<file path="src/rtl/eth_pkg.sv">
// Shared Ethernet constants, the transmit FCS state encoding and the
// byte-wide reflected CRC32 step used by both transmit and receive FCS logic.
package eth_pkg;

    localparam logic [7:0]  ETH_PREAMBLE    = 8'h55;
    localparam logic [7:0]  ETH_SFD         = 8'hD5;
    localparam logic [31:0] CRC32_INIT      = 32'hFFFF_FFFF;
    localparam logic [31:0] CRC32_POLY_REFL = 32'hEDB8_8320;
    localparam logic [31:0] CRC32_RESIDUE   = 32'hDEBB_20E3;

    typedef enum logic [2:0] {
        ST_IDLE     = 3'd0,
        ST_PREAMBLE = 3'd1,
        ST_DATA     = 3'd2,
        ST_PAD      = 3'd3,
        ST_FCS      = 3'd4,
        ST_IFG      = 3'd5,
        ST_DRAIN    = 3'd6
    } fcs_state_t;

    // Bits enter LSB first, so the reflected polynomial shifts right.
    function automatic logic [31:0] crc32_byte(input logic [31:0] crc, input logic [7:0] data);
        logic [31:0] c;
        c = crc ^ {24'h00_0000, data};
        for (int i = 0; i < 8; i++) begin
            if (c[0]) begin
                c = (c >> 1) ^ CRC32_POLY_REFL;
            end else begin
                c = c >> 1;
            end
        end
        return c;
    endfunction

endpackage

</file>
<file path="src/rtl/crc32_d8.sv">
// Combinational next-CRC for one byte of Ethernet CRC32 (reflected, LSB first).
module crc32_d8
    import eth_pkg::*;
(
    input  logic [31:0] crc_in,
    input  logic [7:0]  data,
    output logic [31:0] crc_out
);

    assign crc_out = crc32_byte(crc_in, data);

endmodule

</file>
<file path="src/rtl/gmii_fcs_insert.sv">
// GMII transmit FCS inserter: passes preamble/SFD/data, pads short frames,
// appends the CRC32 FCS and then holds the line idle for the inter-frame gap.
module gmii_fcs_insert
    import eth_pkg::*;
#(
    parameter int MIN_DATA     = 60,
    parameter int IFG_CYCLES   = 12,
    parameter int MAX_PREAMBLE = 8
) (
    input  logic       gmii_clk,
    input  logic       rst,
    input  logic       in_tx_en,
    input  logic [7:0] in_tx_data,
    output logic       gmii_tx_en,
    output logic       gmii_tx_err,
    output logic [7:0] gmii_tx_data,
    output logic       busy,
    output logic       overrun
);

    localparam logic [10:0] MIN_C    = 11'(MIN_DATA);
    localparam logic [3:0]  MAX_PRE  = 4'(MAX_PREAMBLE);
    localparam logic [7:0]  IFG_LAST = 8'(IFG_CYCLES - 1);

    fcs_state_t  state_r, state_s;
    logic [31:0] crc_r, crc_s, crc_next_s, fcs_s;
    logic [7:0]  crc_byte_s;
    logic [10:0] data_cnt_r, data_cnt_s, data_cnt_inc_s;
    logic [3:0]  pre_cnt_r, pre_cnt_s;
    logic [1:0]  fcs_idx_r, fcs_idx_s;
    logic [7:0]  ifg_cnt_r, ifg_cnt_s;
    logic        en_prev_r;
    logic        tx_en_s, tx_err_s, ovr_s;
    logic [7:0]  tx_data_s;

    // Only live data bytes feed the CRC; pad bytes contribute zeros.
    assign crc_byte_s     = (state_r == ST_DATA && in_tx_en) ? in_tx_data : 8'h00;
    assign fcs_s          = ~crc_r;
    assign data_cnt_inc_s = (data_cnt_r == 11'h7FF) ? data_cnt_r : data_cnt_r + 11'd1;

    crc32_d8 u_crc32_d8 (
        .crc_in  (crc_r),
        .data    (crc_byte_s),
        .crc_out (crc_next_s)
    );

    // Next-state, counter and output-byte selection.
    always_comb begin
        state_s    = state_r;
        crc_s      = crc_r;
        data_cnt_s = data_cnt_r;
        pre_cnt_s  = pre_cnt_r;
        fcs_idx_s  = fcs_idx_r;
        ifg_cnt_s  = ifg_cnt_r;
        tx_en_s    = 1'b0;
        tx_err_s   = 1'b0;
        tx_data_s  = 8'h00;
        ovr_s      = 1'b0;
        case (state_r)
            ST_IDLE: begin
                if (in_tx_en && !en_prev_r) begin
                    tx_en_s   = 1'b1;
                    tx_data_s = in_tx_data;
                    if (in_tx_data == ETH_SFD) begin
                        state_s = ST_DATA;
                    end else begin
                        state_s   = ST_PREAMBLE;
                        pre_cnt_s = 4'd1;
                    end
                end else begin
                    state_s = ST_IDLE;
                end
            end
            ST_PREAMBLE: begin
                if (!in_tx_en) begin
                    state_s = ST_DRAIN;
                end else begin
                    tx_en_s   = 1'b1;
                    tx_data_s = in_tx_data;
                    if (in_tx_data == ETH_SFD) begin
                        state_s = ST_DATA;
                    end else begin
                        pre_cnt_s = pre_cnt_r + 4'd1;
                        state_s   = (pre_cnt_r + 4'd1 >= MAX_PRE) ? ST_DRAIN : ST_PREAMBLE;
                    end
                end
            end
            ST_DATA, ST_PAD: begin
                ovr_s   = (state_r == ST_PAD) && in_tx_en;
                tx_en_s = 1'b1;
                if (state_r == ST_DATA && in_tx_en) begin
                    tx_data_s  = in_tx_data;
                    crc_s      = crc_next_s;
                    data_cnt_s = data_cnt_inc_s;
                end else if (data_cnt_r < MIN_C) begin
                    crc_s      = crc_next_s;
                    data_cnt_s = data_cnt_inc_s;
                    state_s    = ST_PAD;
                end else begin
                    tx_data_s = fcs_s[7:0];
                    fcs_idx_s = 2'd1;
                    state_s   = ST_FCS;
                end
            end
            ST_FCS: begin
                ovr_s   = in_tx_en;
                tx_en_s = 1'b1;
                case (fcs_idx_r)
                    2'd1:    tx_data_s = fcs_s[15:8];
                    2'd2:    tx_data_s = fcs_s[23:16];
                    2'd3:    tx_data_s = fcs_s[31:24];
                    default: tx_data_s = fcs_s[7:0];
                endcase
                if (fcs_idx_r == 2'd3) begin
                    state_s   = ST_IFG;
                    ifg_cnt_s = 8'd0;
                end else begin
                    fcs_idx_s = fcs_idx_r + 2'd1;
                end
            end
            ST_IFG: begin
                ovr_s = in_tx_en;
                if (ifg_cnt_r == IFG_LAST) begin
                    state_s    = ST_IDLE;
                    crc_s      = CRC32_INIT;
                    data_cnt_s = 11'd0;
                    pre_cnt_s  = 4'd0;
                    fcs_idx_s  = 2'd0;
                    ifg_cnt_s  = 8'd0;
                end else begin
                    ifg_cnt_s = ifg_cnt_r + 8'd1;
                end
            end
            ST_DRAIN: begin
                if (in_tx_en) begin
                    tx_en_s  = 1'b1;
                    tx_err_s = 1'b1;
                end else begin
                    state_s   = ST_IFG;
                    ifg_cnt_s = 8'd0;
                end
            end
            default: begin
                state_s = ST_IDLE;
            end
        endcase
    end

    // State, counters and registered GMII outputs.
    always_ff @(posedge gmii_clk) begin
        if (rst) begin
            state_r      <= ST_IDLE;
            crc_r        <= CRC32_INIT;
            data_cnt_r   <= 11'd0;
            pre_cnt_r    <= 4'd0;
            fcs_idx_r    <= 2'd0;
            ifg_cnt_r    <= 8'd0;
            en_prev_r    <= 1'b0;
            gmii_tx_en   <= 1'b0;
            gmii_tx_err  <= 1'b0;
            gmii_tx_data <= 8'h00;
            busy         <= 1'b0;
            overrun      <= 1'b0;
        end else begin
            state_r      <= state_s;
            crc_r        <= crc_s;
            data_cnt_r   <= data_cnt_s;
            pre_cnt_r    <= pre_cnt_s;
            fcs_idx_r    <= fcs_idx_s;
            ifg_cnt_r    <= ifg_cnt_s;
            en_prev_r    <= in_tx_en;
            gmii_tx_en   <= tx_en_s;
            gmii_tx_err  <= tx_err_s;
            gmii_tx_data <= tx_data_s;
            busy         <= (state_r != ST_IDLE);
            overrun      <= ovr_s;
        end
    end

endmodule
</file>
<file path="config.mk">
export PLATFORM = sky130hd
export DESIGN_NAME = gmii_fcs_insert
export DESIGN_NICKNAME = d
export VERILOG_FILES = /design/src/rtl/eth_pkg.sv /design/src/rtl/crc32_d8.sv /design/src/rtl/gmii_fcs_insert.sv
export SDC_FILE = /design/constraint.sdc
export NUM_CORES = 1
export LEC_CHECK = 0
export CAP_MARGIN = 20
export CORE_MARGIN = 1
export CORE_UTILIZATION = 60
export DETAILED_ROUTE_END_ITERATION = 8
export GPL_TIMING_DRIVEN = 0
export PLACE_DENSITY = 0.77
export SYNTH_ARGS = -nofsm -noshare
export SYNTH_HDL_FRONTEND = slang
export SYNTH_SLANG_ARGS = --single-unit
</file>
<file path="constraint.sdc">
create_clock -name gmii_clk -period 3.8 [get_ports gmii_clk]
set_input_delay 0.76 -clock gmii_clk [delete_from_list [all_inputs] [get_ports gmii_clk]]
set_output_delay 0.76 -clock gmii_clk [all_outputs]
set_load 0.03 [all_outputs]
</file>
==> impl_summary.log <==
INFO  metric syn-cell-area = 4610 µm²
INFO  metric critical_path_arrival = 3.26 ns
INFO  metric cts_hold_buffers = 0
INFO  metric io_pins = 23
INFO  metric synthMostInstantiatedCell = dfxtp_1
INFO  metric setup_repair_after_global_routing_missed_its_margin = false
INFO  metric synth_area_leader_cell = dfxtp_1
INFO  metric critical_path.startpoint_type = register
INFO  metric worstSetupPathType = reg2reg
INFO  metric top_area_cell_type_share_of_the_netlist_area = 0.317
INFO  metric cp-startpoint = state_r[2]
INFO  metric placementRows = 31
INFO  metric synth_seq_cells = 73
INFO  metric achievable-frequency = 329 MHz
INFO  metric die_width = 89.7 µm
INFO  metric dieArea = 8050 µm²
INFO  metric cts.path.max_buffers = 2
INFO  metric leakage_power = 1.86 nW
INFO  metric timing.final.max_slew_violations = 0
INFO  metric worst-endpoint-required = 4.02 ns
INFO  metric setup_slack_after_placement = 0.497 ns
INFO  metric grt_overflow_total = 0
INFO  metric h-tree-depth = 3
INFO  metric yosys_warnings = 0
INFO  metric synth_nets = 524
INFO  metric max_slew.worst_pin.slew = 0.921 ns
INFO  metric routabilityCongestion = 0.935
INFO  metric status = complete, no violations
INFO  metric tritoncts.num_buffers = 9
INFO  metric synth.avg_cell_area = 9.17 µm²
INFO  metric end_kind = register
INFO  metric clk_pin_slew_worst_paths = 0.08 ns
INFO  metric critical-path-slowest-cell = o21bai_1
INFO  metric placed_cells_incl_taps = 622
INFO  metric yosys_most_used_dff = dfxtp_1
INFO  metric postLayoutSetupSlackWorst = 0.763 ns
INFO  metric n_antenna_cell = 0
INFO  metric path_cells = buf_2 > inv_1 > clkbuf_1 > ha_1 > clkbuf_1 > nand2_1 > o21bai_1 > clkbuf_1 > o22ai_1 > nand2_1
INFO  metric timing.critical_path.to = crc_r[7]
INFO  metric synthTopCellsByArea = dfxtp_1 (32%), xnor2_1 (7.8%), xor3_1 (4.6%), nand2_1 (4.4%), xor2_1 (4.0%)
INFO  metric post_cts.resized_instances = 0
INFO  metric yosysUniqueCellTypes = 69
INFO  metric timing.final.setup_violations = 0
INFO  metric floorplan.initialDensity = 0.629
INFO  metric timing.critical_path.slowest_cell_delay = 0.41 ns
INFO  metric global_route.usage.total = 0.310
INFO  metric detailed_place.area = 4940 µm²
INFO  metric number_of_enable_flip_flop_cells_after_synthesis = 0
INFO  metric final-hold-violation-count = 0
INFO  metric synth_top_cells_by_count = dfxtp_1 (73), nand2_1 (54), nor2_1 (41), xnor2_1 (41), o22ai_1 (22)
INFO  metric r2r-end = crc_r[7]
INFO  metric grt_antenna_before_repair = 0
INFO  metric postLayoutCellArea = 5130 µm²
INFO  metric worstHoldPathType = reg2reg
INFO  metric first_pass_grt_wire_length = 18,500 µm
INFO  metric power_density = 606 nW/µm²
INFO  metric floorplan.die.height = 89.7 µm
INFO  metric maximum_number_of_pins_on_one_net_before_global_route_repair = 12
INFO  metric fill_count = 558
INFO  metric sequential_cell_area_fraction_in_the_yosys_report = 0.317
INFO  metric seqCellArea = 1460 µm²
INFO  metric routed-via-count = 3,917
INFO  metric r2r_start = state_r[2]
INFO  metric grt_pass1_vias = 3,747
INFO  metric synth_cells = 503
INFO  metric final_cell_count_no_fill = 639
INFO  metric crit_buf_inv = 5
INFO  metric tritoncts = done
INFO  metric io_buffers = 20
INFO  metric timing.critical_path.mode_cell = clkbuf_1
INFO  metric cp_num_cells = 10
INFO  metric design_power_total = 3.11 mW
INFO  metric finalWirelength = 11,600 µm
INFO  metric place_hpwl = 8340 µm
INFO  metric area_growth = 11.1%
INFO  metric finalSetupTns = 0 ns
INFO  metric drtAntennaViolNets = 0
INFO  metric clock_tree.root_cell = clkbuf_8
INFO  metric worstRegToRegCells = 10
INFO  metric drc_errors = 0
INFO  metric timing.final.crit_share = 0.799
INFO  metric cap_violations = 0
INFO  metric total_setup_buffers_inserted_after_cts = 0
INFO  metric worst_clock_skew = 0.00690 ns
INFO  metric post_drt_wl_per_cell = 18.2 µm
INFO  metric reg2reg_slack = 0.76 ns
INFO  metric finalNetCount = 557
INFO  metric max_slew_margin = 0.385
INFO  metric core_area = 7330 µm²
INFO  metric clock-sinks = 73
INFO  metric multi_input_comb_area = 2950 µm²
INFO  metric timing.final.crit_period = 3.04 ns
INFO  metric drt_first_pass_iters = 5
INFO  metric crit_path_max_fanout = 11
INFO  metric critical-path-top-delay-family = buffers and inverters
INFO  metric ys_async_sr_fraction = 0
INFO  metric vdd.ir_drop.worst = 0.000329 V
INFO  metric drt_via_density = 6.13
INFO  metric drt_iter0_drc = 244
INFO  metric drive_above_1_share = 0.111
INFO  metric clkLatencyLatePin = 0.35 ns
==> per-layer routing <==
metal,part of all wire,up-vias,global-route usage
li1,-,1849,-
met1,0.42,1862,0.379
met2,0.48,170,0.523
met3,0.059,36,0.0484
met4,0.038,0,0.173
met5,0,-,0
==> report_power, final <==
group          internal [mW]  total (mW)  switching, mW
Sequential             0.866       0.960         0.0938
Clock                  0.300       0.588          0.288
Combinational          0.748        1.56          0.815
==> placed cells by master (no fill, tap or decap), types with 11 or more instances in the layout <==
| cell | netlist | layout |
|---|---|---|
| a21oi_1 | 19 | 19 |
| clkbuf_1 | 13 | 16 |
| clkdlybuf4s50_1 | 0 | 20 |
| dfxtp_1 | 73 | 73 |
| nand2_1 | 54 | 54 |
| nor2_1 | 41 | 41 |
| nor2b_1 | 11 | 11 |
| nor3_1 | 17 | 17 |
| o21ai_0 | 14 | 14 |
| o22ai_1 | 22 | 22 |
| xnor2_1 | 41 | 41 |
| xor2_1 | 21 | 21 |
==> metrics by stage <==
| step | utilization | hold WS (ns) |
|---|---|---|
| after global placement | 0.674 | 0.461 |
| final | 0.700 | 0.513 |
| after detailed placement | 0.674 | 0.479 |
| after floorplan | - | 0.448 |
| after global routing | 0.700 | 0.537 |
| after CTS | 0.698 | 0.512 |
==> worst min-delay path by stage <==
stage / startpoint / slack [ns] / depth (start not counted) / endpoint
6_report: data_cnt_r[3] / 0.51 / 2 / data_cnt_r[3]
5_1_grt: ifg_cnt_r[0] / 0.54 / 1 / ifg_cnt_r[0]
4_1_cts: ifg_cnt_r[0] / 0.51 / 1 / ifg_cnt_r[0]
3_5_place_dp: pre_cnt_r[3] / 0.48 / 2 / pre_cnt_r[3]
3_3_place_gp: pre_cnt_r[3] / 0.46 / 2 / pre_cnt_r[3]
2_1_floorplan: pre_cnt_r[3] / 0.45 / 2 / pre_cnt_r[3]
==> layout make-up <==
| cell class | instances | area share |
|---|---|---|
| Multi-Input combinational cell | 390 | 0.575 |
| Sequential cell | 73 | 0.285 |
| Timing Repair Buffer | 22 | 0.0415 |
| Buffer | 28 | 0.0307 |
| Clock buffer | 12 | 0.0263 |
| Tap cell | 99 | 0.0242 |
| Inverter | 12 | 0.00878 |
| Clock inverter | 3 | 0.00829 |
==> state kept, by name (all words and copies together) (netlist names) <==
register,cells
busy,1
crc_r,32
data_cnt_r,11
en_prev_r,1
fcs_idx_r,2
gmii_tx_data,8
gmii_tx_en,1
gmii_tx_err,1
ifg_cnt_r,8
overrun,1
pre_cnt_r,4
state_r,3
==> worst min-delay path: cells and delay by family (launching register included) <==
family,cells,cell delay (ns)
flops,1,0.34
compound gates,2,0.14
==> kinds of logic (layout without fill, tap and decap cells) <==
kind of cell / after synthesis / after routing / synth area share
buffers and inverters: 40 / 77 / 0.0439
muxes: 2 / 2 / 0.00434
DFF: 73 / 73 / 0.317
xor gates and xnor gates: 88 / 88 / 0.241
adders and majority gates: 10 / 10 / 0.0271
AOI/OAI and AO/OA: 112 / 112 / 0.170
and+or+nand+nor: 178 / 178 / 0.197
(Power assumes the default switching activity.)
